[src/rtl/rep_window_monitor.sv]
// Trigger/event repetition checker: counts qualified events in a bounded
// window opened by a rising trigger, flags the goto point and the verdict.
module rep_window_monitor #(
    parameter int MIN_CNT = 3,
    parameter int MAX_CNT = 5,
    parameter int TIMEOUT = 16,
    parameter int CNT_W   = 8
) (
    input  logic             clk,
    input  logic             rst_n,
    input  logic             trig,
    input  logic             evt,
    input  logic             win,
    output logic             busy,
    output logic             goto_hit,
    output logic             nc_pass,
    output logic             fail,
    output logic [1:0]       fail_code,
    output logic [CNT_W-1:0] evt_cnt,
    output logic             retrig_err
);

    typedef enum logic {
        IDLE,
        COUNT
    } state_e;

    localparam logic [1:0] FC_NONE  = 2'd0;
    localparam logic [1:0] FC_UNDER = 2'd1;
    localparam logic [1:0] FC_OVER  = 2'd2;
    localparam logic [1:0] FC_WIN   = 2'd3;

    localparam logic [CNT_W-1:0] MIN_V  = CNT_W'(MIN_CNT);
    localparam logic [CNT_W-1:0] MAX_V  = CNT_W'(MAX_CNT);
    localparam logic [CNT_W-1:0] LAST_V = CNT_W'(TIMEOUT - 1);

    state_e           state_q, state_d;
    logic             trig_q;
    logic [CNT_W-1:0] cnt_q, cnt_d;
    logic [CNT_W-1:0] tmr_q, tmr_d;
    logic [1:0]       code_q, code_d;
    logic             goto_q, goto_d;
    logic             pass_q, pass_d;
    logic             fail_q, fail_d;
    logic             retrig_q, retrig_d;

    logic             rose;
    logic             active;
    logic             done;
    logic [CNT_W-1:0] base_cnt;
    logic [CNT_W-1:0] cnt_nxt;
    logic [CNT_W-1:0] cnt_sel;
    logic [CNT_W-1:0] k;

    assign rose = trig & ~trig_q;

    always_comb begin
        state_d  = state_q;
        cnt_d    = cnt_q;
        tmr_d    = tmr_q;
        code_d   = code_q;
        goto_d   = 1'b0;
        pass_d   = 1'b0;
        fail_d   = 1'b0;
        retrig_d = 1'b0;
        done     = 1'b0;
        active   = (state_q == COUNT) | rose;
        base_cnt = (state_q == IDLE) ? '0 : cnt_q;
        k        = (state_q == IDLE) ? '0 : tmr_q;
        cnt_nxt  = base_cnt + 1'b1;
        cnt_sel  = base_cnt;

        if (active) begin
            if (state_q == IDLE) begin
                code_d = FC_NONE;
            end
            if (!win) begin
                fail_d = 1'b1;
                code_d = FC_WIN;
                done   = 1'b1;
            end else begin
                if (evt) begin
                    cnt_sel = cnt_nxt;
                    goto_d  = (cnt_nxt == MIN_V);
                    if (cnt_nxt > MAX_V) begin
                        fail_d = 1'b1;
                        code_d = FC_OVER;
                        done   = 1'b1;
                    end
                end
                // Close verdict still applies when the goto event lands here.
                if (!done && k == LAST_V) begin
                    done = 1'b1;
                    if (cnt_sel >= MIN_V) begin
                        pass_d = 1'b1;
                    end else begin
                        fail_d = 1'b1;
                        code_d = FC_UNDER;
                    end
                end
            end
            cnt_d = cnt_sel;
            if (done) begin
                state_d = IDLE;
                tmr_d   = '0;
            end else begin
                state_d = COUNT;
                tmr_d   = k + 1'b1;
            end
            retrig_d = (state_q == COUNT) & rose & ~done;
        end
    end

    always_ff @(posedge clk or negedge rst_n) begin
        if (!rst_n) begin
            state_q  <= IDLE;
            trig_q   <= 1'b0;
            cnt_q    <= '0;
            tmr_q    <= '0;
            code_q   <= FC_NONE;
            goto_q   <= 1'b0;
            pass_q   <= 1'b0;
            fail_q   <= 1'b0;
            retrig_q <= 1'b0;
        end else begin
            state_q  <= state_d;
            trig_q   <= trig;
            cnt_q    <= cnt_d;
            tmr_q    <= tmr_d;
            code_q   <= code_d;
            goto_q   <= goto_d;
            pass_q   <= pass_d;
            fail_q   <= fail_d;
            retrig_q <= retrig_d;
        end
    end

    assign busy       = (state_q == COUNT);
    assign goto_hit   = goto_q;
    assign nc_pass    = pass_q;
    assign fail       = fail_q;
    assign fail_code  = code_q;
    assign evt_cnt    = cnt_q;
    assign retrig_err = retrig_q;

endmodule

[config.mk]
export PLATFORM = sky130hd
export DESIGN_NAME = rep_window_monitor
export DESIGN_NICKNAME = d
export VERILOG_FILES = /design/src/rtl/rep_window_monitor.sv
export SDC_FILE = /design/constraint.sdc
export NUM_CORES = 1
export LEC_CHECK = 0
export ABC_AREA = 0
export BUFFER_PORTS_ARGS = -buffer_cell sky130_fd_sc_hd__buf_2
export CORE_MARGIN = 10
export CORE_UTILIZATION = 51
export DETAILED_ROUTE_END_ITERATION = 16
export PLACE_DENSITY = 0.86
export SYNTH_ARGS = -nofsm -noshare
export SYNTH_HDL_FRONTEND = slang
export SYNTH_SLANG_ARGS = --single-unit
[constraint.sdc]
create_clock -name clk -period 2.28 [get_ports clk]
set_input_delay 0.456 -clock clk [delete_from_list [all_inputs] [get_ports clk]]
set_output_delay 0.456 -clock clk [all_outputs]
set_load 0.005 [all_outputs]
==> results of run 1 <==
[critical path: stages, from the launching register on]
cell                      delay [ns]
sky130_fd_sc_hd__dfrtp_1        0.46
sky130_fd_sc_hd__and2_1         0.17
sky130_fd_sc_hd__ha_1           0.30
sky130_fd_sc_hd__and2b_1        0.18
sky130_fd_sc_hd__a32oi_1        0.17
sky130_fd_sc_hd__o21ai_1        0.13
sky130_fd_sc_hd__or3_4          0.39
sky130_fd_sc_hd__a31o_1         0.23
[final timing paths]
kind	from	end	slack, ns	cells past startpoint
max in group asynchronous	rst_n	evt_cnt[2]$_DFFE_PN0P_	1.83	1
min reg2reg	tmr_q[1]$_DFFE_PN0P_	tmr_q[1]$_DFFE_PN0P_	0.54	2
max	busy$_DFFE_PN0P_	fail_code[1]$_DFFE_PN0P_	0.15	7
min	rst_n	fail_code[0]$_DFFE_PN0P_	0.09	1
max reg2reg	busy$_DFFE_PN0P_	fail_code[1]$_DFFE_PN0P_	0.15	7
min in group clk	trig	trig_q$_DFF_PN0_	0.26	1
[cells by family (layout without fill, tap and decap cells)]
family                   after synthesis  count (layout)  synth area share, %
flip-flops                            24              24                 41.1
multiplexers                           4               4                 2.74
XOR/XNOR                               9               9                 5.39
AND/OR/NAND/NOR                       74              74                 25.9
buffers and inverters                 17              32                 6.93
adder cells (fa/ha/maj)                2               2                 1.71
AO/OA/AOI/OAI                         35              35                 16.3
[flip-flops by register name, summed over array words and instances (netlist names)]
name / count
evt_cnt: 8
tmr_q: 8
fail_code: 2
busy: 1
fail: 1
goto_hit: 1
nc_pass: 1
retrig_err: 1
trig_q: 1
[synth_stat cells, drive strengths merged (3+ instances only)]
cell type,instances
nand2,27
dfrtp,24
nor2,11
o21ai,11
nand3,9
nand4,8
xor2,8
clkbuf,7
buf,6
nor3,6
a21oi,5
and2,4
inv,4
mux2i,4
a31oi,3
[final cells by class]
cell class	count	area [um2]	share of cell area (%)
inverter	4	15.0	0.948
timing repair buffer	24	133	8.37
sequential	24	601	37.9
clock buffer	4	36.3	2.29
tap	31	38.8	2.45
multi-input combinational	124	761	48.0
[power by group]
| group | total (W) | switching, W | leakage [nW] | internal [W] |
|---|---|---|---|---|
| clock | 0.000227 | 0.000129 | 0.0210 | 0.0000977 |
| combinational | 0.000105 | 0.0000666 | 0.392 | 0.0000383 |
| sequential | 0.000454 | 0.0000131 | 0.326 | 0.000441 |
[layer usage]
metal	part of all wire, %	up-vias	wire [um]	global-route usage (%)
met5	0	-	0	0
met4	0.74	0	25	4.55
met3	6.5	6	219	4.04
met2	51	56	1710	22.3
met1	42	615	1430	15.4
li1	-	617	-	-
[stage by stage]
step,total power [W],cell area [um2]
floorplan,0.000529,1460
global placement,0.000563,1550
detailed placement,0.000567,1550
CTS,0.000795,1580
global route,0.000829,1580
finish,0.000786,1580
==> impl_summary.txt, run 1 <==
----------------------------------------------------
[Timing]
  Peak Freq ... around 0.47 GHz
  Summed negative setup slack over all endpoints ... 0 ns
  Post-route fraction of the period consumed by the critical path ... between 90 and 100%
  Worst Slack Setup Final ... roughly 0.15 ns
  Transition time at the pin with the least slew margin ... ~0.75 ns
  Minimum period implied by the final worst setup slack ... ~2.1 ns
  RSZ-0062 raised after global routing ... false
  Final slew viol count ... 0
  Setup violation total in the final timing report ... 0
  Setup Skew ... 0.00392 ns
  Max-Slew Margin vs Limit ... approximately half
  Min Hold Slack ... between 0.09 and 0.1 ns
  Hold Fails Final Rpt ... 0

[Synth]
  Combined area of all synthesized cells ... around 1500 um2
  Area share of the leading cell type in the synthesized netlist ... between 40% and 50%
  Cells after synthesis ... between 150 and 200
  Mapped Nets ... ~170
  Cells taking the most area after synthesis ... sky130_fd_sc_hd__dfrtp_1, sky130_fd_sc_hd__nand2_1, sky130_fd_sc_hd__xor2_1, sky130_fd_sc_hd__o21ai_0, sky130_fd_sc_hd__nand3_1
  Library cell occupying the most area in the post-synthesis netlist ... sky130_fd_sc_hd__dfrtp_1
  Count of distinct cell types in the synthesized netlist ... 44
  Number of enable-type register cells in the synthesized netlist ... 0
  Sequential cell area fraction in the yosys report ... slightly above 40%
  #FFs+latches synth ... 24
  Fraction of registers with async set/reset ... 100%
  Warning count from the yosys run ... 0
  Synthesized area divided by synthesized cell count ... approximately 8.9 um2
  Commonest register cell after synthesis ... sky130_fd_sc_hd__dfrtp_1

[Layout]
  Layout cell share with drive strength beyond 1 ... a little under a fifth
  Most common cell after layout, fill and taps aside ... sky130_fd_sc_hd__nand2_1
  Number of filler cells placed in the layout ... 247
  Net total in the final layout ... 188
  Utilization after layout ... 57.4%
  Top library cells by usage in the layout, fill and taps aside ... sky130_fd_sc_hd__nand2_1, sky130_fd_sc_hd__dfrtp_1, sky130_fd_sc_hd__buf_2
  Ant. Diodes ... 0
  Final cell count without fillers ... 211
  Post-synthesis to final-layout area growth ... 8.30%

[Clock network]
  Total clock buffers created by CTS ... 3
  Total number of clock tree sinks ... 24
  TritonCTS clock tree ... built
  Clock Path Buffers ... 2
  Clock transition at the registers of the reported paths ... roughly 0.13 ns
  Worst-Skew Late Latency ... roughly 0.32 ns
  Setup Fix Bufs, Post-CTS ... 0
  Maximum level of the CTS H-tree ... 1
  Root buf cell ... sky130_fd_sc_hd__clkbuf_4
  Number of instances resized during post-cts repair ... 0
  Hold buffer count at CTS ... 0

[Critical path]
  Setup Crit Path Kind ... flip-flop to flip-flop
  Data required time of the worst path ... 2.50 ns
  Arrival time of the worst setup path ... roughly 2.4 ns
  Kind of launch point of the worst setup path ... flip-flop
  Maximum net fanout on the critical path ... 7
  Endpoint type of the worst setup path ... flip-flop

[Global routing]
  Remaining Overflow, GRT ... 0
  Via count of the first global-routing pass ... between 1000 and 1500
  Initial antenna violation count ... 0
  First-pass GRT wire length ... approximately 5900 um
  Pin count of the biggest net entering global routing ... 25
  Total routing resource utilization after global routing ... approximately an eighth

[Power and ir drop]
  Pleak ... between 0.7 and 0.8 nW
  Pwr per Cell Area ... 496 nW/um2
  Largest vdd supply drop ... between 0.3 and 0.4 mV

[Floorplanning]
  Core box area ... between 2000 and 3000 um2
  Starting Density ... 53.0%
  I/O Pins ... 20
  Number of rows created at floorplan ... 19
  Total die area ... 5410 um2
  Width of the die ... 73.6 um
  Vertical die dimension ... roughly 74 um

[Drt]
  Post-DR wirelength/cell ... about 16 um
  Post-detailed-routing wire length ... between 3000 and 4000 um
  Post-route DRC ... 0
  Number of DRC markers in iteration 0 ... ~120
  Post-route ant nets ... 0
  Pre-Repair DR Iteration Count ... 4
  Via count of the routed design ... 1294
  Number of vias per cell after detailed routing ... 6.13

[Worst hold path]
  Min-delay worst type ... primary input to async pin

[Placement]
  Detailed placer's ending HPWL ... roughly 2500 um
  Routability cong. ... 0.844
  Port Buffer Count ... 19
  Setup WS pre-CTS ... 0.181 ns
  Number of instances in the placed design ... approximately 210

[Status]
  Status ... complete, no violations

[Run]
  Max-cap violations ... 0

----------------------------------------------------
No activity file was read; power rests on OpenSTA's default activity.
==> run 2, diff against run 1 <==
--- a/config.mk
+++ b/config.mk
@@ -8,9 +8,9 @@
 export ABC_AREA = 0
 export BUFFER_PORTS_ARGS = -buffer_cell sky130_fd_sc_hd__buf_2
 export CORE_MARGIN = 10
-export CORE_UTILIZATION = 51
+export CORE_UTILIZATION = 56
 export DETAILED_ROUTE_END_ITERATION = 16
-export PLACE_DENSITY = 0.86
+export PLACE_DENSITY = 0.89
 export SYNTH_ARGS = -nofsm -noshare
 export SYNTH_HDL_FRONTEND = slang
 export SYNTH_SLANG_ARGS = --single-unit
==> constraint.sdc (replaced) <==
create_clock -name clk -period 2.4 [get_ports clk]
set_input_delay 0.12 -clock clk [delete_from_list [all_inputs] [get_ports clk]]
set_output_delay 0.12 -clock clk [all_outputs]
set_load 0.005 [all_outputs]
==> run 2 against run 1 <==
- register-to-register slack improved by 0.18 ns
- highest routed layer unchanged
- via count fell by 0.54%
- hold slack improved by 0.022 ns
- setup slack improved by 0.18 ns
- routed wire length barely moved
- non-clock buffer count rose by 2
- sequential power fell by 4.6%
- combinational power barely moved
- sequential cell count did not move
- largest power group unchanged
- die area fell by 6.6%
- count of clock-buffer cells in the layout did not move
- cell area rose by 1.2%
==> impl_summary.txt, run 2 (synthesis results as in run 1) <==
----------------------------------------------------
[Layout]
  Post-synthesis to final-layout area growth ... 9.58% (was 8.30%)
  Utilization after layout ... 64.7% (was 57.4%)
  Ant. Diodes ... 0 (unchanged)
  Net total in the final layout ... 190 (was 188)
  Number of filler cells placed in the layout ... 216 (was 247)
  Top library cells by usage in the layout, fill and taps aside ... sky130_fd_sc_hd__nand2_1, sky130_fd_sc_hd__dfrtp_1, sky130_fd_sc_hd__buf_2 (unchanged)
  Layout cell share with drive strength beyond 1 ... 18.1% (was 18.3%)
  Most common cell after layout, fill and taps aside ... sky130_fd_sc_hd__nand2_1 (unchanged)

[Placement]
  Port Buffer Count ... 19 (unchanged)
  Detailed placer's ending HPWL ... 2460 um (was 2470 um)
  Routability cong. ... 0.873 (was 0.844)

[Clock network]
  Clock transition at the registers of the reported paths ... 0.13 ns (about the same)
  Root buf cell ... sky130_fd_sc_hd__clkbuf_4 (unchanged)
  Hold buffer count at CTS ... 2 (was 0)
  TritonCTS clock tree ... built (unchanged)
  Total clock buffers created by CTS ... 3 (unchanged)
  Maximum level of the CTS H-tree ... 1 (unchanged)
  Total number of clock tree sinks ... 24 (unchanged)
  Clock Path Buffers ... 2 (unchanged)
  Number of instances resized during post-cts repair ... 0 (unchanged)
  Setup Fix Bufs, Post-CTS ... 0 (unchanged)
  Worst-Skew Late Latency ... 0.31 ns (was 0.32 ns)

[Power and ir drop]
  Pleak ... 0.747 nW (was 0.739 nW)
  Pwr per Cell Area ... 469 nW/um2 (was 496 nW/um2)
  Internal cell power ... 0.000551 W (was 0.000577 W)
  Logic gate share of total power ... 13.7% (was 13.3%)
  Switching power of the nets ... 0.000201 W (was 0.000209 W)
  Largest vdd supply drop ... 0.321 mV (was 0.388 mV)
  Share of total power in the clock network ... 28.7% (was 28.9%)
  Fraction of power spent switching nets ... 26.7% (was 26.6%)
  Sequential power share ... 57.6% (was 57.8%)

[Floorplanning]
  Total die area ... 5060 um2 (was 5410 um2)
  Number of rows created at floorplan ... 18 (was 19)
  Starting Density ... 59.0% (was 53.0%)
  Width of the die ... 71.1 um (was 73.6 um)
  I/O Pins ... 20 (unchanged)
  Core box area ... 2480 um2 (was 2760 um2)
  Vertical die dimension ... 71.1 um (was 73.6 um)

[Critical path]
  Maximum net fanout on the critical path ... 7 (unchanged)
  Setup slack of the most critical reg-to-reg path ... 0.34 ns (was 0.15 ns)
  Delay of the slowest cell on the worst path ... 0.46 ns (about the same)
  Critical path buffers and inverters ... 0 (unchanged)
  Endpoint type of the worst setup path ... flip-flop (unchanged)
  Slowest stage cell, crit path ... sky130_fd_sc_hd__dfrtp_1 (unchanged)
  Number of cell instances on the worst register-to-register path ... 7 (unchanged)
  Critical register-to-register path startpoint ... busy$_DFFE_PN0P_ (unchanged)
  Arrival time of the worst setup path ... 2.28 ns (was 2.35 ns)
  Cell breakdown of the critical path ... and2_1 > ha_1 > and2b_1 > a32oi_1 > o21ai_1 > or3_4 > a31o_1 (unchanged)
  Setup Crit Path Kind ... flip-flop to flip-flop (unchanged)
  Kind of launch point of the worst setup path ... flip-flop (unchanged)
  Reg-to-reg endpoint ... fail_code[1]$_DFFE_PN0P_ (unchanged)
  Data required time of the worst path ... 2.62 ns (was 2.50 ns)
  Cell family with the largest share of critical-path delay ... simple AND/OR/NAND/NOR gates (unchanged)

[Worst hold path]
  Depth of the worst hold-timing path ... 3
  Min-delay worst type ... primary input to flip-flop (was primary input to async pin)
  Start point of the worst min-delay path ... evt
  Hold endpoint ... goto_hit$_DFF_PN0_

[Timing]
  Max-Slew Margin vs Limit ... 63.6% (was 50.1%)
  Setup Skew ... 0.00241 ns (was 0.00392 ns)
  Minimum period implied by the final worst setup slack ... 2.06 ns (was 2.13 ns)
  Setup violation total in the final timing report ... 0 (unchanged)
  RSZ-0062 raised after global routing ... false (unchanged)
  Post-route fraction of the period consumed by the critical path ... 86.0% (was 93.3%)
  Final slew viol count ... 0 (unchanged)
  Transition time at the pin with the least slew margin ... 0.546 ns (was 0.746 ns)
  Peak Freq ... 0.484 GHz (was 0.470 GHz)
  Min Hold Slack ... 0.112 ns (was 0.0904 ns)
  Summed negative setup slack over all endpoints ... 0 ns (unchanged)
  Hold Fails Final Rpt ... 0 (unchanged)

[Global routing]
  Via count of the first global-routing pass ... 1281 (was 1284)
  Initial antenna violation count ... 0 (unchanged)
  First-pass GRT wire length ... 5730 um (was 5890 um)
  Remaining Overflow, GRT ... 0 (unchanged)
  Total routing resource utilization after global routing ... 13.2% (about the same)
  Pin count of the biggest net entering global routing ... 25 (unchanged)

[Drt]
  Via count of the routed design ... 1287 (was 1294)
  Post-route ant nets ... 0 (unchanged)
  Post-detailed-routing wire length ... 3380 um (about the same)
  Number of vias per cell after detailed routing ... 6.07 (was 6.13)
  Pre-Repair DR Iteration Count ... 4 (unchanged)
  Number of DRC markers in iteration 0 ... 62 (was 118)
  Post-DR wirelength/cell ... 16.0 um (about the same)
  Post-route DRC ... 0 (unchanged)

[Status]
  Status ... complete, no violations (unchanged)

[Run]
  Max-cap violations ... 0 (unchanged)

----------------------------------------------------
==> run 2: final cells by class <==
class	count	area, um2	share of cell area [%]
well taps	30	37.5	2.34
flip-flops and latches	24	601	37.5
repair buffers	26	153	9.52
multi-input cells	124	761	47.5
clock buffers	4	36.3	2.26
inverters	4	15.0	0.937
==> run 2: power by group through the flow <==
stage / clock network, W / registers (W) / logic [W]
floorplan: 0 / 0.000438 / 0.0000642
global placement: 0 / 0.000439 / 0.0000966
detailed placement: 0 / 0.000440 / 0.000100
CTS: 0.000218 / 0.000432 / 0.000104
global route: 0.000228 / 0.000435 / 0.000115
finish: 0.000215 / 0.000433 / 0.000103
==> run 2: worst max-delay path by stage <==
stage,start,endpoint,slack [ns],cells after the start
2_1_floorplan,busy$_DFFE_PN0P_,fail_code[1]$_DFFE_PN0P_,0.12,8
3_3_place_gp,busy$_DFFE_PN0P_,fail_code[1]$_DFFE_PN0P_,0.40,7
3_5_place_dp,busy$_DFFE_PN0P_,fail_code[1]$_DFFE_PN0P_,0.36,7
4_1_cts,busy$_DFFE_PN0P_,fail_code[1]$_DFFE_PN0P_,0.32,7
5_1_grt,busy$_DFFE_PN0P_,fail_code[1]$_DFFE_PN0P_,0.24,6
6_report,busy$_DFFE_PN0P_,fail_code[1]$_DFFE_PN0P_,0.34,7
==> run 2: per-layer routing <==
metal / vias up / track usage [%] / routed length (um)
met4: 0 / 2.15 / 34
met3: 4 / 3.21 / 130
met2: 30 / 24.2 / 1760
met5: - / 0 / 0
met1: 639 / 15.3 / 1460
li1: 614 / - / -
==> run 2: worst reg2reg max path, delay by kind of cell, from the launching register on <==
family / cells / cell delay (ns)
AO/OA/AOI/OAI: 3 / 0.48
adder cells (fa/ha/maj): 1 / 0.30
flip-flops: 1 / 0.46
AND/OR/NAND/NOR: 3 / 0.74
==> run 2: per-stage QoR <==
step           std cells  setup WS (ns)  total power, W  area, um2
2_1_floorplan        165          0.119        0.000502       1460
3_3_place_gp         206          0.398        0.000535       1550
3_5_place_dp         206          0.359        0.000540       1550
4_1_cts              212          0.324        0.000754       1600
5_1_grt              212          0.240        0.000778       1600
6_report             212          0.335        0.000752       1600
==> run 3, diff against run 2 <==
--- a/config.mk
+++ b/config.mk
@@ -5,10 +5,10 @@
 export SDC_FILE = /design/constraint.sdc
 export NUM_CORES = 1
 export LEC_CHECK = 0
-export ABC_AREA = 0
+export ABC_AREA = 1
 export BUFFER_PORTS_ARGS = -buffer_cell sky130_fd_sc_hd__buf_2
 export CORE_MARGIN = 10
-export CORE_UTILIZATION = 56
+export CORE_UTILIZATION = 57
 export DETAILED_ROUTE_END_ITERATION = 16
 export PLACE_DENSITY = 0.89
 export SYNTH_ARGS = -nofsm -noshare
==> run 3 against run 2 <==
- routed wire length rose by 3.9%
- power rose by 28%
- clock power rose by 37%
- global-route usage rose by 0.62 points
- area after synthesis rose by 12%
- via count rose by 13%
- clock skew rose by 0.0058 ns
- count of clock-buffer cells in the layout fell by 1
- cell area rose by 14%
- first-iteration DRC count rose by 84%
- largest cell class unchanged
- largest power group unchanged
- highest routed layer unchanged
==> impl_summary.txt, run 3 <==
----------------------------------------------------
[Status]
  Status ... complete, no violations (unchanged)

[Drt]
  Highest metal used ... met4 (unchanged)
  Via count of the routed design ... 1448 (was 1287)
  Pre-Repair DR Iteration Count ... 4 (unchanged)
  Post-DR wirelength/cell ... 12.8 um (was 16.0 um)
  Post-route ant nets ... 0 (unchanged)
  Post-route DRC ... 0 (unchanged)
  Number of vias per cell after detailed routing ... 5.27 (was 6.07)
  Post-detailed-routing wire length ... 3510 um (was 3380 um)
  Metal2 WL ... 1580 um (was 1760 um)
  M1 wire length ... 1610 um (was 1460 um)
  Detailed-routed wire length on met3 ... 269 um (was 130 um)
  Number of DRC markers in iteration 0 ... 114 (was 62)

[Layout]
  Utilization after layout ... 66.0% (was 64.7%)
  Finished layout cell area ... 1820 um2 (was 1600 um2)
  Top library cells by usage in the layout, fill and taps aside ... sky130_fd_sc_hd__nand2_1, sky130_fd_sc_hd__dfrtp_1, sky130_fd_sc_hd__inv_1 (was sky130_fd_sc_hd__nand2_1, sky130_fd_sc_hd__dfrtp_1, sky130_fd_sc_hd__buf_2)
  Ant. Diodes ... 0 (unchanged)
  Net total in the final layout ... 252 (was 190)
  Most common cell after layout, fill and taps aside ... sky130_fd_sc_hd__nand2_1 (unchanged)
  Number of filler cells placed in the layout ... 245 (was 216)
  Layout cell share with drive strength beyond 1 ... 20.9% (was 18.1%)
  Post-synthesis to final-layout area growth ... 10.9% (was 9.58%)

[Critical path]
  Arrival time of the worst setup path ... 2.14 ns (was 2.28 ns)
  Endpoint type of the worst setup path ... flip-flop (unchanged)
  Critical register-to-register path startpoint ... busy$_DFFE_PN0P_ (unchanged)
  Setup Crit Path Kind ... flip-flop to flip-flop (unchanged)
  Kind of launch point of the worst setup path ... flip-flop (unchanged)
  Number of cell instances on the worst register-to-register path ... 12 (was 7)
  Data required time of the worst path ... 2.61 ns (was 2.62 ns)
  Maximum net fanout on the critical path ... 14 (was 7)
  Origin of the worst setup path ... busy$_DFFE_PN0P_ (unchanged)

[Timing]
  RSZ-0062 raised after global routing ... false (unchanged)
  Worst Slack Setup Final ... 0.469 ns (was 0.335 ns)
  Peak Freq ... 0.518 GHz (was 0.484 GHz)
  Hold Fails Final Rpt ... 0 (unchanged)
  Post-route fraction of the period consumed by the critical path ... 80.5% (was 86.0%)
  Max-Slew Margin vs Limit ... 65.3% (was 63.6%)
  Summed negative setup slack over all endpoints ... 0 ns (unchanged)
  Transition time at the pin with the least slew margin ... 0.521 ns (was 0.546 ns)
  Setup Skew ... 0.00823 ns (was 0.00241 ns)
  Minimum period implied by the final worst setup slack ... 1.93 ns (was 2.06 ns)
  Final slew viol count ... 0 (unchanged)
  Setup violation total in the final timing report ... 0 (unchanged)

[Floorplanning]
  Width of the die ... 73.7 um (was 71.1 um)
  I/O Pins ... 20 (unchanged)
  Core box area ... 2760 um2 (was 2480 um2)
  Number of rows created at floorplan ... 19 (was 18)
  Total die area ... 5430 um2 (was 5060 um2)
  Starting Density ... 59.5% (was 59.0%)
  Vertical die dimension ... 73.7 um (was 71.1 um)

[Synth]
  Commonest cells in the netlist ... sky130_fd_sc_hd__nand2_1, sky130_fd_sc_hd__dfrtp_1, sky130_fd_sc_hd__inv_1 (was sky130_fd_sc_hd__nand2_1, sky130_fd_sc_hd__dfrtp_1, sky130_fd_sc_hd__nor2_1)
  Sequential cell area fraction in the yosys report ... 36.6% (was 41.1%)
  Commonest register cell after synthesis ... sky130_fd_sc_hd__dfrtp_1 (unchanged)
  Area share of the leading cell type in the synthesized netlist ... 36.6% (was 41.1%)
  Mapped Nets ... 229 (was 172)
  Number of enable-type register cells in the synthesized netlist ... 0 (unchanged)
  Warning count from the yosys run ... 0 (unchanged)
  Combined area of all synthesized cells ... 1640 um2 (was 1460 um2)
  Cells taking the most area after synthesis ... sky130_fd_sc_hd__dfrtp_1, sky130_fd_sc_hd__nand2_1, sky130_fd_sc_hd__inv_1, sky130_fd_sc_hd__nand3_1, sky130_fd_sc_hd__nor2_1 (was sky130_fd_sc_hd__dfrtp_1, sky130_fd_sc_hd__nand2_1, sky130_fd_sc_hd__xor2_1, sky130_fd_sc_hd__o21ai_0, sky130_fd_sc_hd__nand3_1)
  Fraction of registers with async set/reset ... 100% (unchanged)
  Cells after synthesis ... 222 (was 165)
  #FFs+latches synth ... 24 (unchanged)
  Most common cell in the synthesized netlist ... sky130_fd_sc_hd__nand2_1 (unchanged)
  Synthesized area divided by synthesized cell count ... 7.39 um2 (was 8.86 um2)
  Count of distinct cell types in the synthesized netlist ... 31 (was 44)
  Library cell occupying the most area in the post-synthesis netlist ... sky130_fd_sc_hd__dfrtp_1 (unchanged)

[Global routing]
  Total routing resource utilization after global routing ... 13.8% (was 13.2%)
  Via count of the first global-routing pass ... 1422 (was 1281)
  Initial antenna violation count ... 0 (unchanged)
  First-pass GRT wire length ... 6150 um (was 5730 um)
  Pin count of the biggest net entering global routing ... 25 (unchanged)
  Remaining Overflow, GRT ... 0 (unchanged)

[Run]
  Max-cap violations ... 0 (unchanged)

[Clock network]
  Clock transition at the registers of the reported paths ... 0.14 ns (was 0.13 ns)
  Worst-Skew Late Latency ... 0.32 ns (was 0.31 ns)
  Clock Path Buffers ... 2 (unchanged)
  Root buf cell ... sky130_fd_sc_hd__clkbuf_4 (unchanged)
  TritonCTS clock tree ... built (unchanged)
  Total clock buffers created by CTS ... 3 (unchanged)
  Total number of clock tree sinks ... 24 (unchanged)
  Maximum level of the CTS H-tree ... 1 (unchanged)

[Power and ir drop]
  Overall Power ... 0.000962 W (was 0.000752 W)
  Pleak ... 0.965 nW (was 0.747 nW)
  Largest vdd supply drop ... 0.473 mV (was 0.321 mV)
  Pwr per Cell Area ... 528 nW/um2 (was 469 nW/um2)

[Placement]
  Routability cong. ... 0.920 (was 0.873)
  Placed Instance Area ... 1750 um2 (was 1550 um2)
  Detailed placer's ending HPWL ... 2730 um (was 2460 um)
  Setup WS pre-CTS ... 0.537 ns (was 0.359 ns)
  Port Buffer Count ... 19 (unchanged)

[Worst hold path]
  Depth of the worst hold-timing path ... 3 (unchanged)
  Min-delay worst type ... primary input to flip-flop (unchanged)
  Start point of the worst min-delay path ... evt (unchanged)

----------------------------------------------------
==> run 3: cell count changes in the layout (fill, tap and decap cells not counted), sizes merged, moves of 5 or more <==
cell	previous run	this run
nor2	11	27
nand3	9	20
nand2	27	79
inv	4	26
xor2	8	3
==> run 3: critical path: stages, from the launching register on <==
cell and delay [ns]:
sky130_fd_sc_hd__dfrtp_1 0.37, sky130_fd_sc_hd__buf_4 0.23, sky130_fd_sc_hd__nand2_1 0.13, sky130_fd_sc_hd__nor2_1 0.16, sky130_fd_sc_hd__nand3_1 0.12, sky130_fd_sc_hd__nand2_1 0.08
sky130_fd_sc_hd__nand2_2 0.08, sky130_fd_sc_hd__nor2_4 0.13, sky130_fd_sc_hd__nand3_2 0.09, sky130_fd_sc_hd__nand2_4 0.13, sky130_fd_sc_hd__nand2_4 0.08, sky130_fd_sc_hd__o21ai_1 0.14
sky130_fd_sc_hd__a21oi_1 0.08
==> run 3: metrics by stage <==
stage	cells	hold WS, ns
finish	275	0.161
global route	275	0.176
CTS	275	0.148
detailed placement	269	0.132
global placement	269	0.126
floorplan	222	-0.176
==> run 3: final cells by class <==
cell class                      count  area, um2  area share, %
Inverter                           26       97.6           5.36
Tap cell                           31       38.8           2.13
Timing Repair Buffer               24        138           7.56
Clock buffer                        3       22.5           1.24
Clock inverter                      1       30.0           1.65
Multi-Input combinational cell    166        893           49.1
Sequential cell                    24        601           33.0
==> run 3: where the power goes <==
| group | internal (W) | switching (W) | total [W] | leakage [nW] |
|---|---|---|---|---|
| logic | 0.0000693 | 0.000129 | 0.000199 | 0.620 |
| registers | 0.000435 | 0.0000341 | 0.000469 | 0.317 |
| clock network | 0.000169 | 0.000125 | 0.000294 | 0.0279 |
| total | 0.000673 | 0.000289 | 0.000962 | 0.965 |
==> run 3: worst paths after layout <==
check | end | slack [ns]
setup / recovery | fail_code[1]$_DFFE_PN0P_ | 0.47
hold / removal | goto_hit$_DFF_PN0_ | 0.16
setup reg to reg | fail_code[1]$_DFFE_PN0P_ | 0.47
hold reg to reg | tmr_q[0]$_DFFE_PN0P_ | 0.52
max in group asynchronous | evt_cnt[5]$_DFFE_PN0P_ | 1.76
min in group asynchronous | tmr_q[4]$_DFFE_PN0P_ | 0.29
==> run 3: routing by layer <==
layer | vias up | track usage, %
met4 | 0 | 5.59
met2 | 41 | 21.8
li1 | 768 | -
met3 | 4 | 3.10
met5 | - | 0
met1 | 635 | 17.8
==> run 3: cells by family after synthesis <==
group / after synthesis / share of synthesized area, %
buffers and inverters: 32 / 8.99
XOR/XNOR: 4 / 2.13
AND/OR/NAND/NOR: 134 / 41.2
flip-flops: 24 / 36.6
adder cells (fa/ha/maj): 2 / 1.52
AO/OA/AOI/OAI: 26 / 9.60
==> run 3: repair_timing <==
| item | 4_1_cts | 5_1_grt |
|---|---|---|
| hold buffers | 2 | 0 |
| setup endpoints to repair | 0 | 0 |
| endpoints found under the hold margin | 25 | 0 |
| setup buffers | 0 | 0 |
| gates resized for setup | 0 | 0 |
